$ cat config.mk
export PLATFORM = sky130hd
export DESIGN_NAME = ab_source_fifo_flat
export DESIGN_NICKNAME = d
export VERILOG_FILES = /design/src/rtl/ab_source_fifo_if.sv /design/src/rtl/ab_source_fifo.sv /design/src/flat_wrapper.sv
export SDC_FILE = /design/constraint.sdc
export NUM_CORES = 1
export LEC_CHECK = 0
export BUFFER_PORTS_ARGS = -buffer_cell sky130_fd_sc_hd__buf_4
export CORE_UTILIZATION = 36
export CTS_CLUSTER_SIZE = 8
export DETAILED_ROUTE_END_ITERATION = 6
export SYNTH_ARGS = -nofsm -noshare
export SYNTH_HDL_FRONTEND = slang
export SYNTH_SLANG_ARGS = --single-unit
$ cat constraint.sdc
create_clock -name clk -period 2.95 [get_ports clk]
set_input_delay 0.295 -clock clk [delete_from_list [all_inputs] [get_ports clk]]
set_output_delay 0.295 -clock clk [all_outputs]
set_load 0.02 [all_outputs]
$ cat src/rtl/ab_source_fifo_if.sv
// ============================================================================
// Module : ab_source_fifo_if
// Brief  : Upstream/downstream bundle for ab_source_fifo; the level signal and
//          the DEPTH parameter exist only when AB_SRC_LEVEL_EN is defined.
// Rev    : 1.0
// ============================================================================
`default_nettype none

interface ab_source_fifo_if
`ifdef AB_SRC_LEVEL_EN
  #(parameter int DEPTH = 4)
`endif
  ();
  logic       in_valid;
  logic       in_ready;
  logic [1:0] in_data;
  logic       adv;
  logic       a;
  logic       b;
  logic       out_valid;
  logic       underflow;
`ifdef AB_SRC_LEVEL_EN
  logic [$clog2(DEPTH):0] level;

  modport master (output in_valid, in_data, adv,
                  input  in_ready, a, b, out_valid, underflow, level);
  modport slave  (input  in_valid, in_data, adv,
                  output in_ready, a, b, out_valid, underflow, level);
`else
  modport master (output in_valid, in_data, adv,
                  input  in_ready, a, b, out_valid, underflow);
  modport slave  (input  in_valid, in_data, adv,
                  output in_ready, a, b, out_valid, underflow);
`endif
endinterface

`default_nettype wire

$ cat src/rtl/ab_source_fifo.sv
// ============================================================================
// Module : ab_source_fifo
// Brief  : Circular 2-bit symbol FIFO feeding registered a/b outputs on adv.
//          Optional occupancy port enabled by macro AB_SRC_LEVEL_EN.
// Rev    : 1.0
// ============================================================================
`default_nettype none

module ab_source_fifo #(
  parameter int DEPTH = 4,
  parameter int VAR   = 0
) (
  input  wire logic       clk,
  input  wire logic       rst,
  ab_source_fifo_if.slave bus
);

  localparam int c_AW = $clog2(DEPTH);
  localparam int c_CW = c_AW + 1;

  logic [1:0]      r_mem [DEPTH];
  logic [c_AW-1:0] r_wr_ptr;
  logic [c_AW-1:0] r_rd_ptr;
  logic [c_CW-1:0] r_count;
  logic            r_a;
  logic            r_b;
  logic            r_out_valid;
  logic            r_underflow;

  logic w_ready;
  logic w_empty;
  logic w_push;
  logic w_pop;

  assign w_ready = (r_count != c_CW'(DEPTH));
  assign w_empty = (r_count == '0);
  assign w_push  = bus.in_valid && w_ready;
  assign w_pop   = bus.adv && !w_empty;

  // Storage carries no reset; occupancy tracking makes stale entries unreachable.
  always_ff @(posedge clk) begin
    if (w_push) begin
      r_mem[r_wr_ptr] <= bus.in_data;
    end
  end

  always_ff @(posedge clk or posedge rst) begin
    if (rst) begin
      r_wr_ptr    <= '0;
      r_rd_ptr    <= '0;
      r_count     <= '0;
      r_a         <= 1'b0;
      r_b         <= 1'b0;
      r_out_valid <= 1'b0;
      r_underflow <= 1'b0;
    end else begin
      if (w_push) begin
        r_wr_ptr <= r_wr_ptr + c_AW'(1);
      end
      if (w_pop) begin
        r_rd_ptr <= r_rd_ptr + c_AW'(1);
      end
      case ({w_push, w_pop})
        2'b10:   r_count <= r_count + c_CW'(1);
        2'b01:   r_count <= r_count - c_CW'(1);
        default: r_count <= r_count;
      endcase
      r_out_valid <= w_pop;
      if (w_pop) begin
        {r_a, r_b} <= r_mem[r_rd_ptr];
      end else if (VAR != 0) begin
        {r_a, r_b} <= 2'b00;
      end
      if (bus.adv && w_empty) begin
        r_underflow <= 1'b1;
      end
    end
  end

  assign bus.in_ready  = w_ready;
  assign bus.a         = r_a;
  assign bus.b         = r_b;
  assign bus.out_valid = r_out_valid;
  assign bus.underflow = r_underflow;

`ifdef AB_SRC_LEVEL_EN
  assign bus.level = r_count;
`endif

endmodule

`default_nettype wire

$ cat src/flat_wrapper.sv
// flat-port wrapper written by rule: the top's interface ports become plain ports
module ab_source_fifo_flat 
#(
  parameter int DEPTH = 4,
  parameter int VAR   = 0
)
  (clk, rst, bus_in_valid, bus_in_data, bus_adv, bus_in_ready, bus_a, bus_b, bus_out_valid, bus_underflow);
  ab_source_fifo_if bus_i ();
  input  wire logic clk;
  input  wire logic rst;
  input wire logic [$bits(bus_i.in_valid)-1:0] bus_in_valid;
  input wire logic [$bits(bus_i.in_data)-1:0] bus_in_data;
  input wire logic [$bits(bus_i.adv)-1:0] bus_adv;
  output wire logic [$bits(bus_i.in_ready)-1:0] bus_in_ready;
  output wire logic [$bits(bus_i.a)-1:0] bus_a;
  output wire logic [$bits(bus_i.b)-1:0] bus_b;
  output wire logic [$bits(bus_i.out_valid)-1:0] bus_out_valid;
  output wire logic [$bits(bus_i.underflow)-1:0] bus_underflow;
  assign bus_i.in_valid = bus_in_valid;
  assign bus_i.in_data = bus_in_data;
  assign bus_i.adv = bus_adv;
  assign bus_in_ready = bus_i.in_ready;
  assign bus_a = bus_i.a;
  assign bus_b = bus_i.b;
  assign bus_out_valid = bus_i.out_valid;
  assign bus_underflow = bus_i.underflow;
  ab_source_fifo #(.DEPTH(DEPTH), .VAR(VAR)) u_core (.clk(clk), .rst(rst), .bus(bus_i));
endmodule
==> metrics.csv <==
metric;value;unit
synth_sequential_area_ratio;0.607;
clock_sinks;19;
critPathMaxFanout;6;
power.share.clock;0.134;
start_util;0.384;
synthCells;61;
design_area;986;um2
final_nets;88;
rows;17;
total_power;952;uW
max_freq;0.444;GHz
reg2reg_depth;9;
timing.hold.ws;-0.0142;ns
hold_viol_final;11;
worstPathArrival;2.47;ns
vias_per_cell;4.59;
clk_pin_slew;0.10;ns
grt.met1_usage;0.125;
setup_total_negative_slack;0;ns
drv_slew;0;
total_leakage_power;0.448;nW
clock_tree.buffer_depth;2;
synth.distinct_cells;18;
timing.final.crit_share;0.763;
mostFrequentLayoutCells;dfrtp_1 (11), buf_4 (10), inv_1 (8), nand2_1 (8), edfxtp_1 (8);
setup_repair_after_global_routing_missed_its_margin;no;
timing.max_slew.rel_slack;0.628;
worst_reg_to_reg_setup_slack;0.70;ns
postLayoutCoreUtil;0.446;
power.combinational.fraction;0.391;
finalWeightedCongestion;0.623;
timing.max_cap.violations;0;
detailroute.via_count;473;
synth_top_area_frac;0.324;
critical_path_class;flop to flop;
initialDrtViolationCount;1;
grt.total_usage;0.110;
htree_num_levels;1;
placement.cell_area;960;um2
cts_inserted_buffers;3;
synth_warnings;0;
most_common_cell_after_layout_fill_and_taps_aside;dfrtp_1;
hold_class;input port to async pin;
mappedNetlistNets;73;
antenna_violating_nets_post_route;0;
io_pins;11;
grt_antenna_before_repair;0;
floorplan.die.height;50.6;um
first_pass_iters;4;
p_seq_frac;0.476;
internal_power;622;uW
synth.area.top_cells;dfrtp_1 (32%), edfxtp_1 (28%), ha_1 (7.4%), mux4_2 (5.3%), xnor2_1 (4.1%);
grt_start_max_net_pins;12;
ff_latch_count_synth;19;
violations;negative hold slack;
outcome;finished, violations left;
critical_path.reg2reg.startpoint;u_core.r_count[0];
floorplan.core_area;2210;um2
drcViolationCount;0;
finalWorstPathRequiredPeriod;2.25;ns
avgRoutedWirePerCell;11.3;um
area_growth;16.1;%
cts_setup_buffers;0;
netSwitchingPower;330;uW
netlist_area_before_placement;850;um2
global_route.peak_usage_layer;met2;
powerDensity;965;nW/um2
detailedPlace.worstSlack;0.725;ns
finalClockSkew;0.00243;ns
vdd_ir_drop_max;438;uV
met3_usage;0.0273;
chipWidth;50.6;um
crit_path_start_kind;flop;
fp.dieArea;2560;um2
worst_r2r_endpoint;u_core.r_count[2];
wire_length_of_the_first_global_routing_pass;1990;um
ctsResizeCount;0;
yosysTopAreaCell;dfrtp_1;
worst-endpoint-required;3.17;ns
vias_in_the_first_global_route;486;
port_buffers;10;
tritoncts_clock_tree;built;
setup_viol;0;
grtUsageMet2;0.189;
cts_root_buf;clkbuf_4;
routed_wl;1170;um
power_switching_share;0.346;
final.setup.worst_slack;0.699;ns
proportion_of_layout_cells_with_a_drive_suffix_above_1;0.293;
antenna_cells_inserted;0;
grt_overflow;0;
synth_area_per_cell;13.9;um2
endpoint_kind;flop;
tightest_slew;0.554;ns
worst_skew_pair.late_latency;0.29;ns
place_hpwl;897;um
ctsHoldBuffers;0;
critical path, cell delays in order (launching register included):
cell and delay [ns]:
dfrtp_1 0.45, or3b_4 0.45, and2_4 0.19, inv_1 0.05
ha_1 0.17, inv_1 0.06, fa_1 0.37, xor2_1 0.15
nor2_1 0.12, xor2_1 0.16
metrics by stage:
step / std cells / hold slack (ns)
after floorplan: 61 / 0.147
after global placement: 99 / 0.315
after detailed placement: 99 / 0.319
after CTS: 103 / 0.00385
after global routing: 103 / 0.0165
final: 103 / -0.0142
sequential cells by signal, summed over array words and instances (netlist names):
name	count
u_core.bus.out_valid	1
u_core.bus.a	1
u_core.r_wr_ptr	2
u_core.r_count	3
u_core.bus.underflow	1
u_core.bus.b	1
u_core.r_rd_ptr	2
u_core.r_mem	8
layer usage:
metal | vias up | wire length [um]
li1 | 233 | -
met1 | 231 | 552
met2 | 7 | 559
met3 | 2 | 40
met4 | 0 | 13
met5 | - | 0
cell type report:
class | count | area [um2]
flip-flops and latches | 19 | 515
well taps | 28 | 35.0
inverters | 8 | 30.0
repair buffers | 10 | 75.1
clock buffers | 4 | 26.3
fillers | 209 | 1230
multi-input cells | 34 | 304
worst max path at each step:
stage | cells past startpoint | startpoint | slack (ns) | to
after floorplan | 9 | u_core.r_count[0] | 0.82 | u_core.r_count[2]
after global placement | 9 | u_core.r_count[0] | 0.76 | u_core.r_count[2]
after detailed placement | 9 | u_core.r_count[0] | 0.73 | u_core.r_count[2]
after CTS | 9 | u_core.r_count[0] | 0.69 | u_core.r_count[2]
after global routing | 6 | u_core.r_count[0] | 0.60 | u_core.r_count[1]
final | 9 | u_core.r_count[0] | 0.70 | u_core.r_count[2]
synthesized netlist by cell type:
library cell and number:
a21o_1 1, and2_4 1, and3_2 4, dfrtp_1 11, edfxtp_1 8, fa_1 1, ha_1 5, inv_1 8
mux2_4 1, mux4_2 2, nand2_1 8, nor2_1 1, nor3_1 1, o21ai_0 1, o31ai_1 1, or3b_4 1
xnor2_1 4, xor2_1 2
power groups by stage:
stage	clock network [mW]	registers, mW	logic, mW
3_5_place_dp	0	0.461	0.375
6_report	0.127	0.453	0.372
3_3_place_gp	0	0.457	0.368
2_1_floorplan	0	0.469	0.258
4_1_cts	0.129	0.456	0.380
5_1_grt	0.143	0.466	0.420
kinds of logic (layout without fill, tap and decap cells):
group	after synthesis	in the layout	share of synthesized area
and+or+nand+nor	16	16	0.105
xor gates and xnor gates	6	6	0.0619
AOI/OAI and AO/OA	3	3	0.0236
adders and majority gates	6	6	0.0972
muxes	3	3	0.0707
buffers and inverters	8	22	0.0353
DFF	19	19	0.607
Note: power is estimated with default switching activity, not from simulation.
